## src/rtl/tinyml_pkg.sv

```systemverilog
// Shared TinyML definitions: ALU opcodes and the dot-product sequencer state encoding.
package tinyml_pkg;

  localparam logic [3:0] OP_ADD  = 4'b0000;
  localparam logic [3:0] OP_SUB  = 4'b0001;
  localparam logic [3:0] OP_AND  = 4'b0010;
  localparam logic [3:0] OP_OR   = 4'b0011;
  localparam logic [3:0] OP_XOR  = 4'b0100;
  localparam logic [3:0] OP_MAC4 = 4'b1000;

  typedef enum logic [1:0] {
    ST_IDLE  = 2'd0,
    ST_RUN   = 2'd1,
    ST_DRAIN = 2'd2,
    ST_DONE  = 2'd3
  } dp_state_t;

endpackage

```

## src/rtl/dotprod_seq_if.sv

```systemverilog
// Bundle of the sequencer's control, operand-memory and shared-ALU signals.
interface dotprod_seq_if #(
  parameter int ADDR_W = 8,
  parameter int LEN_W  = 8
);
  logic              start;
  logic [ADDR_W-1:0] base_a;
  logic [ADDR_W-1:0] base_b;
  logic [LEN_W-1:0]  len;
  logic [ADDR_W-1:0] a_addr;
  logic [31:0]       a_rdata;
  logic [ADDR_W-1:0] b_addr;
  logic [31:0]       b_rdata;
  logic [31:0]       alu_a;
  logic [31:0]       alu_b;
  logic [3:0]        alu_op;
  logic [31:0]       alu_result;
  logic              busy;
  logic              done;
  logic [31:0]       result;

  // Sequencer side
  modport master (
    input  start, base_a, base_b, len, a_rdata, b_rdata, alu_result,
    output a_addr, b_addr, alu_a, alu_b, alu_op, busy, done, result
  );

  // Core, memories and ALU side
  modport slave (
    output start, base_a, base_b, len, a_rdata, b_rdata, alu_result,
    input  a_addr, b_addr, alu_a, alu_b, alu_op, busy, done, result
  );
endinterface

```

## src/rtl/dotprod_seq_acc.sv

```systemverilog
// 32-bit wrapping accumulator for the dot-product sequencer with the result register.
// Optional ReLU on the stored result when DOTPROD_RELU_EN is defined.
module dotprod_acc (
  input  logic               clk,
  input  logic               rst,
  input  logic               clr,
  input  logic               en,
  input  logic signed [31:0] addend,
  input  logic               store,
  output logic signed [31:0] result
);

  logic signed [31:0] acc;
  logic signed [31:0] acc_nxt;

  function automatic logic signed [31:0] relu(input logic signed [31:0] v);
`ifdef DOTPROD_RELU_EN
    return v[31] ? 32'sd0 : v;
`else
    return v;
`endif
  endfunction

  always_comb begin
    acc_nxt = acc;
    if (clr)
      acc_nxt = '0;
    else if (en)
      acc_nxt = acc + addend;
  end

  // The store edge also carries the last accumulate, so capture the next value
  always_ff @(posedge clk) begin
    if (rst) begin
      acc    <= '0;
      result <= '0;
    end else begin
      acc <= acc_nxt;
      if (store)
        result <= relu(acc_nxt);
    end
  end

endmodule

```

## src/rtl/dotprod_seq.sv

```systemverilog
// Streams len int8x4 word pairs through the shared ALU in MAC4 mode and sums the results.
// Build option: DOTPROD_RELU_EN clamps a negative final result to zero.
module dotprod_seq
  import tinyml_pkg::*;
#(
  parameter int ADDR_W = 8,
  parameter int LEN_W  = 8
) (
  input  logic         clk,
  input  logic         rst,
  dotprod_seq_if.master bus
);

  dp_state_t         state;
  logic [ADDR_W-1:0] base_a_r;
  logic [ADDR_W-1:0] base_b_r;
  logic [ADDR_W-1:0] a_addr_r;
  logic [ADDR_W-1:0] b_addr_r;
  logic [LEN_W-1:0]  len_r;
  logic [LEN_W-1:0]  idx;
  logic [LEN_W-1:0]  idx_n;
  logic              vq;
  logic              busy_r;
  logic              done_r;
  logic [3:0]        alu_op_r;
  logic              accept;
  logic              acc_store;
  logic signed [31:0] result_s;

  assign idx_n     = idx + LEN_W'(1);
  assign accept    = (state == ST_IDLE) && bus.start;
  // Empty jobs go straight to DONE and must publish the freshly cleared total
  assign acc_store = (state == ST_DRAIN) || (accept && (bus.len == '0));

  always_ff @(posedge clk) begin
    if (rst) begin
      state    <= ST_IDLE;
      base_a_r <= '0;
      base_b_r <= '0;
      a_addr_r <= '0;
      b_addr_r <= '0;
      len_r    <= '0;
      idx      <= '0;
      vq       <= 1'b0;
      busy_r   <= 1'b0;
      done_r   <= 1'b0;
      alu_op_r <= OP_ADD;
    end else begin
      // An address presented in RUN returns data one cycle later
      vq <= (state == ST_RUN);
      case (state)
        ST_IDLE: begin
          if (bus.start) begin
            base_a_r <= bus.base_a;
            base_b_r <= bus.base_b;
            len_r    <= bus.len;
            idx      <= '0;
            a_addr_r <= bus.base_a;
            b_addr_r <= bus.base_b;
            if (bus.len == '0) begin
              state  <= ST_DONE;
              done_r <= 1'b1;
            end else begin
              state    <= ST_RUN;
              busy_r   <= 1'b1;
              alu_op_r <= OP_MAC4;
            end
          end
        end
        ST_RUN: begin
          if (idx == len_r - LEN_W'(1)) begin
            state <= ST_DRAIN;
          end else begin
            idx      <= idx_n;
            a_addr_r <= base_a_r + ADDR_W'(idx_n);
            b_addr_r <= base_b_r + ADDR_W'(idx_n);
          end
        end
        ST_DRAIN: begin
          state    <= ST_DONE;
          busy_r   <= 1'b0;
          done_r   <= 1'b1;
          alu_op_r <= OP_ADD;
        end
        ST_DONE: begin
          state  <= ST_IDLE;
          done_r <= 1'b0;
        end
        default: state <= ST_IDLE;
      endcase
    end
  end

  dotprod_acc u_acc (
    .clk    (clk),
    .rst    (rst),
    .clr    (accept),
    .en     (vq),
    .addend ($signed(bus.alu_result)),
    .store  (acc_store),
    .result (result_s)
  );

  assign bus.a_addr = a_addr_r;
  assign bus.b_addr = b_addr_r;
  assign bus.alu_a  = bus.a_rdata;
  assign bus.alu_b  = bus.b_rdata;
  assign bus.alu_op = alu_op_r;
  assign bus.busy   = busy_r;
  assign bus.done   = done_r;
  assign bus.result = result_s;

endmodule

```

## src/flat_wrapper.sv

```systemverilog
// flat-port wrapper written by rule: the top's interface ports become plain ports
module dotprod_seq_flat import tinyml_pkg::*;
#(
  parameter int ADDR_W = 8,
  parameter int LEN_W  = 8
)
  (clk, rst, bus_start, bus_base_a, bus_base_b, bus_len, bus_a_rdata, bus_b_rdata, bus_alu_result, bus_a_addr, bus_b_addr, bus_alu_a, bus_alu_b, bus_alu_op, bus_busy, bus_done, bus_result);
  dotprod_seq_if #(.ADDR_W(ADDR_W), .LEN_W(LEN_W)) bus_i ();
  input  logic clk;
  input  logic rst;
  input wire logic [$bits(bus_i.start)-1:0] bus_start;
  input wire logic [$bits(bus_i.base_a)-1:0] bus_base_a;
  input wire logic [$bits(bus_i.base_b)-1:0] bus_base_b;
  input wire logic [$bits(bus_i.len)-1:0] bus_len;
  input wire logic [$bits(bus_i.a_rdata)-1:0] bus_a_rdata;
  input wire logic [$bits(bus_i.b_rdata)-1:0] bus_b_rdata;
  input wire logic [$bits(bus_i.alu_result)-1:0] bus_alu_result;
  output wire logic [$bits(bus_i.a_addr)-1:0] bus_a_addr;
  output wire logic [$bits(bus_i.b_addr)-1:0] bus_b_addr;
  output wire logic [$bits(bus_i.alu_a)-1:0] bus_alu_a;
  output wire logic [$bits(bus_i.alu_b)-1:0] bus_alu_b;
  output wire logic [$bits(bus_i.alu_op)-1:0] bus_alu_op;
  output wire logic [$bits(bus_i.busy)-1:0] bus_busy;
  output wire logic [$bits(bus_i.done)-1:0] bus_done;
  output wire logic [$bits(bus_i.result)-1:0] bus_result;
  assign bus_i.start = bus_start;
  assign bus_i.base_a = bus_base_a;
  assign bus_i.base_b = bus_base_b;
  assign bus_i.len = bus_len;
  assign bus_i.a_rdata = bus_a_rdata;
  assign bus_i.b_rdata = bus_b_rdata;
  assign bus_i.alu_result = bus_alu_result;
  assign bus_a_addr = bus_i.a_addr;
  assign bus_b_addr = bus_i.b_addr;
  assign bus_alu_a = bus_i.alu_a;
  assign bus_alu_b = bus_i.alu_b;
  assign bus_alu_op = bus_i.alu_op;
  assign bus_busy = bus_i.busy;
  assign bus_done = bus_i.done;
  assign bus_result = bus_i.result;
  dotprod_seq #(.ADDR_W(ADDR_W), .LEN_W(LEN_W)) u_core (.clk(clk), .rst(rst), .bus(bus_i));
endmodule
```

## config.mk

```make
export PLATFORM = sky130hd
export DESIGN_NAME = dotprod_seq_flat
export DESIGN_NICKNAME = d
export VERILOG_FILES = /design/src/rtl/tinyml_pkg.sv /design/src/rtl/dotprod_seq_if.sv /design/src/rtl/dotprod_seq_acc.sv /design/src/rtl/dotprod_seq.sv /design/src/flat_wrapper.sv
export SDC_FILE = /design/constraint.sdc
export NUM_CORES = 1
export LEC_CHECK = 0
export ABC_AREA = 1
export CAP_MARGIN = 10
export CORE_ASPECT_RATIO = 0.9
export CORE_MARGIN = 2
export CORE_UTILIZATION = 65
export CTS_CLUSTER_DIAMETER = 200
export DETAILED_ROUTE_END_ITERATION = 8
export DONT_BUFFER_PORTS = 1
export PLACE_DENSITY = 0.79
export SYNTH_ARGS = -nofsm -noshare
export SYNTH_HDL_FRONTEND = slang
export SYNTH_SLANG_ARGS = --single-unit
```

## constraint.sdc

```tcl
create_clock -name clk -period 5.71 [get_ports clk]
set_input_delay 1.4275 -clock clk [delete_from_list [all_inputs] [get_ports clk]]
set_output_delay 1.4275 -clock clk [all_outputs]
set_load 0.05 [all_outputs]
```

==> reports/metrics.yaml <==
clkPwrFrac_pct: 43.0
critical_path.endpoint_type: "flop"
cap_violations: 0
overflow: 0
synthFlopType: "dfxtp_1"
fp.dieW_microns: 121
vdd_drop_max_mv: 0.241
start_util_pct: 66.4
ff2ff_setup_slack_ns: 2.55
root_buffer: "clkbuf_16"
yosysTopAreaCellShare_pct: 29.3
critical_path_class: "in2reg"
skew_ns: 0.00945
clk_pin_slew_ns: 0.06
core_sq_um: 12000
clockBufferDepth: 2
hold_depth: 2
power_frac_comb_pct: 19.2
num_vias: 7356
synth.most_common_cell: "nand2_1"
p_sw_share_pct: 32.2
worst_pin_slew_ns: 1.14
seq_area_frac_synth_pct: 29.3
grt_max_degree: 73
final_core_util_pct: 67.6
postCtsHoldBufs: 0
critPathMaxFanout: 64
run_status: "complete, no violations"
fin_crit_ns: 3.34
netlist_area_sq_um: 7980
hold_class: "reg2reg"
cp.required_ns: 6.04
leakage_nw: 3.98
critical_path_arrival_ns: 3.67
synth_warnings: 0
hp-start: "u_core.base_b_r[7]"
worstSetupStartpointType: "input pin"
synthArstFlopShare_pct: 0
slew_violations: 0
drc_errors: 0
dr.pass1.iters: 7
synthTopCellsByArea: "dfxtp_1, nand2_1, nor2_1"
setup_tns_ns: 0
dieArea_sq_um: 13200
cts_sinks: 117
grtUsageTotal_pct: 30.9
maxSlewHeadroom_pct: 23.9
drive_gt1_share_pct: 3.61
rr_startpoint: "u_core.state[0]"
fin_nets: 1328
first_global_vias: 6562
post_cts_buffers: 0
p_per_area_nw_per_um2: 334
gp_congestion: 0.996
antenna_found_initial: 0
reg2reg_depth: 8
synth-edff-count: 0
synth.largest_area_cell: "dfxtp_1"
placedCellCount: 1292
whs_endpoint: "u_core.base_b_r[7]"
hold_viol_final: 0
postSynthCellCount: 1239
synthesis.area_per_instance_sq_um: 6.44
synth_seq_cells: 117
fill_cells: 1088
cts_inserted_buffers: 17
grt_first_pass_wirelength_microns: 31900
drt_wl_total_microns: 20200
power_frac_seq_pct: 37.8
diodes: 0
rsz0062_at_grt: "no"
htreeDepth: 4
fin_crit_sh_pct: 58.5
fp.dieH_microns: 109
final_antenna_net_count: 0
switchingPower_w: 0.000872
tritoncts: "yes"
finalNonFillerCells: 1322
postCtsResizedCells: 0
clk_latency_ns: 0.42
synth_cell_types: 37
synth_common_cells: "nand2_1, nor2_1, inv_1"
wl_per_cell_microns: 15.3
syn2layout_area_growth_pct: 1.80
setup_viol: 0
timing.fmax_mhz: 300
rows: 38
first_iter_violations: 626
p_int_w: 0.00184
r2r_end: "u_core.u_acc.result[31]"
port_buffers: 0
io-pin-count: 241
dp.final_hpwl_microns: 14300
vias_per_cell: 5.56
[power groups by stage]
stage	clock (W)	sequential [W]	combinational (W)
6_report	0.00117	0.00102	0.000520
5_1_grt	0.00121	0.00103	0.000598
4_1_cts	0.00117	0.00102	0.000515
3_5_place_dp	0	0.00104	0.000507
3_3_place_gp	0	0.00104	0.000500
2_1_floorplan	0	0.00102	0.000563
[final cells by class]
type / count / area, sq um / area share [%]
Clock buffer: 21 / 450 / 5.54
Clock inverter: 9 / 176 / 2.17
Inverter: 121 / 454 / 5.59
Multi-Input combinational cell: 892 / 4490 / 55.2
Sequential cell: 117 / 2340 / 28.8
Tap cell: 160 / 200 / 2.46
Timing Repair Buffer: 2 / 15.0 / 0.185
[through the flow]
step	hold slack (ns)	area [sq um]	setup WS, ns	total power [W]
finish	0.469	8130	2.37	0.00271
global route	0.521	8130	2.09	0.00284
global placement	0.455	7500	2.17	0.00154
CTS	0.467	8130	2.42	0.00271
detailed placement	0.458	7500	2.03	0.00155
floorplan	0.443	7990	2.64	0.00158
[cells by family (layout without fill, tap and decap cells)]
logic type               after synthesis  in the layout  share of synthesized area [%]
XOR/XNOR                              24             24                           2.63
adder cells (fa/ha/maj)               54             54                           8.75
flip-flops                           117            117                           29.3
buffers and inverters                232            153                           14.6
other                                  1              3                         0.0470
AO/OA/AOI/OAI                        240            240                           15.4
AND/OR/NAND/NOR                      571            571                           29.2
[worst max-delay path by stage]
stage | start | end | slack [ns] | cells after the start
floorplan | bus_alu_result[0] | u_core.u_acc.result[18] | 2.64 | 14
global placement | bus_start | u_core.u_acc.result[7] | 2.17 | 6
detailed placement | bus_start | u_core.u_acc.result[31] | 2.03 | 6
CTS | bus_start | u_core.u_acc.result[18] | 2.42 | 6
global route | bus_start | u_core.u_acc.result[9] | 2.09 | 6
finish | bus_start | u_core.u_acc.result[31] | 2.37 | 6
[worst max-delay path: stages]
cell and delay, ns:
nand2_1 0.46, nor2_1 0.36, nand3_1 0.21, nand2_2 0.78
o21ai_0 0.19, a21oi_1 0.19
[routing by layer]
layer	global-route usage (%)	part of all wire (%)	up-vias
met5	0	0	-
met4	12.5	3.1	0
met3	10.7	7.7	57
met2	46.4	43	223
met1	40.6	46	3307
li1	-	-	3769
[flip-flops by register name (all words and copies together) (netlist names), 2 cells and up]
name	count
u_core.u_acc.acc	32
u_core.bus.b_addr	8
u_core.state	2
u_core.u_acc.result	32
u_core.base_b_r	8
u_core.len_r	8
u_core.idx	8
u_core.bus.a_addr	8
u_core.base_a_r	8
[cells in the final DEF, fill, tap and decap left out, types with 3 or more instances in the layout]
cell       synthesis  routed
a21oi_1          114     114
a31oi_1            4       4
bufinv_16          0       5
clkbuf_1          32       3
clkbuf_16          0      17
conb_1             1       3
dfxtp_1          117     116
fa_1               3       3
ha_1              51      51
inv_1            119     119
nand2_1          263     262
nand2_4            3       3
nand3_1           77      77
nand4_1            7       7
nor2_1           198     198
nor3_1             9       9
nor4_1             4       4
o211ai_1           3       3
o21ai_0          109     109
o21ai_1            3       3
or2_2              4       4
xor2_1            22      22
Note: power is estimated with default switching activity, not from simulation.
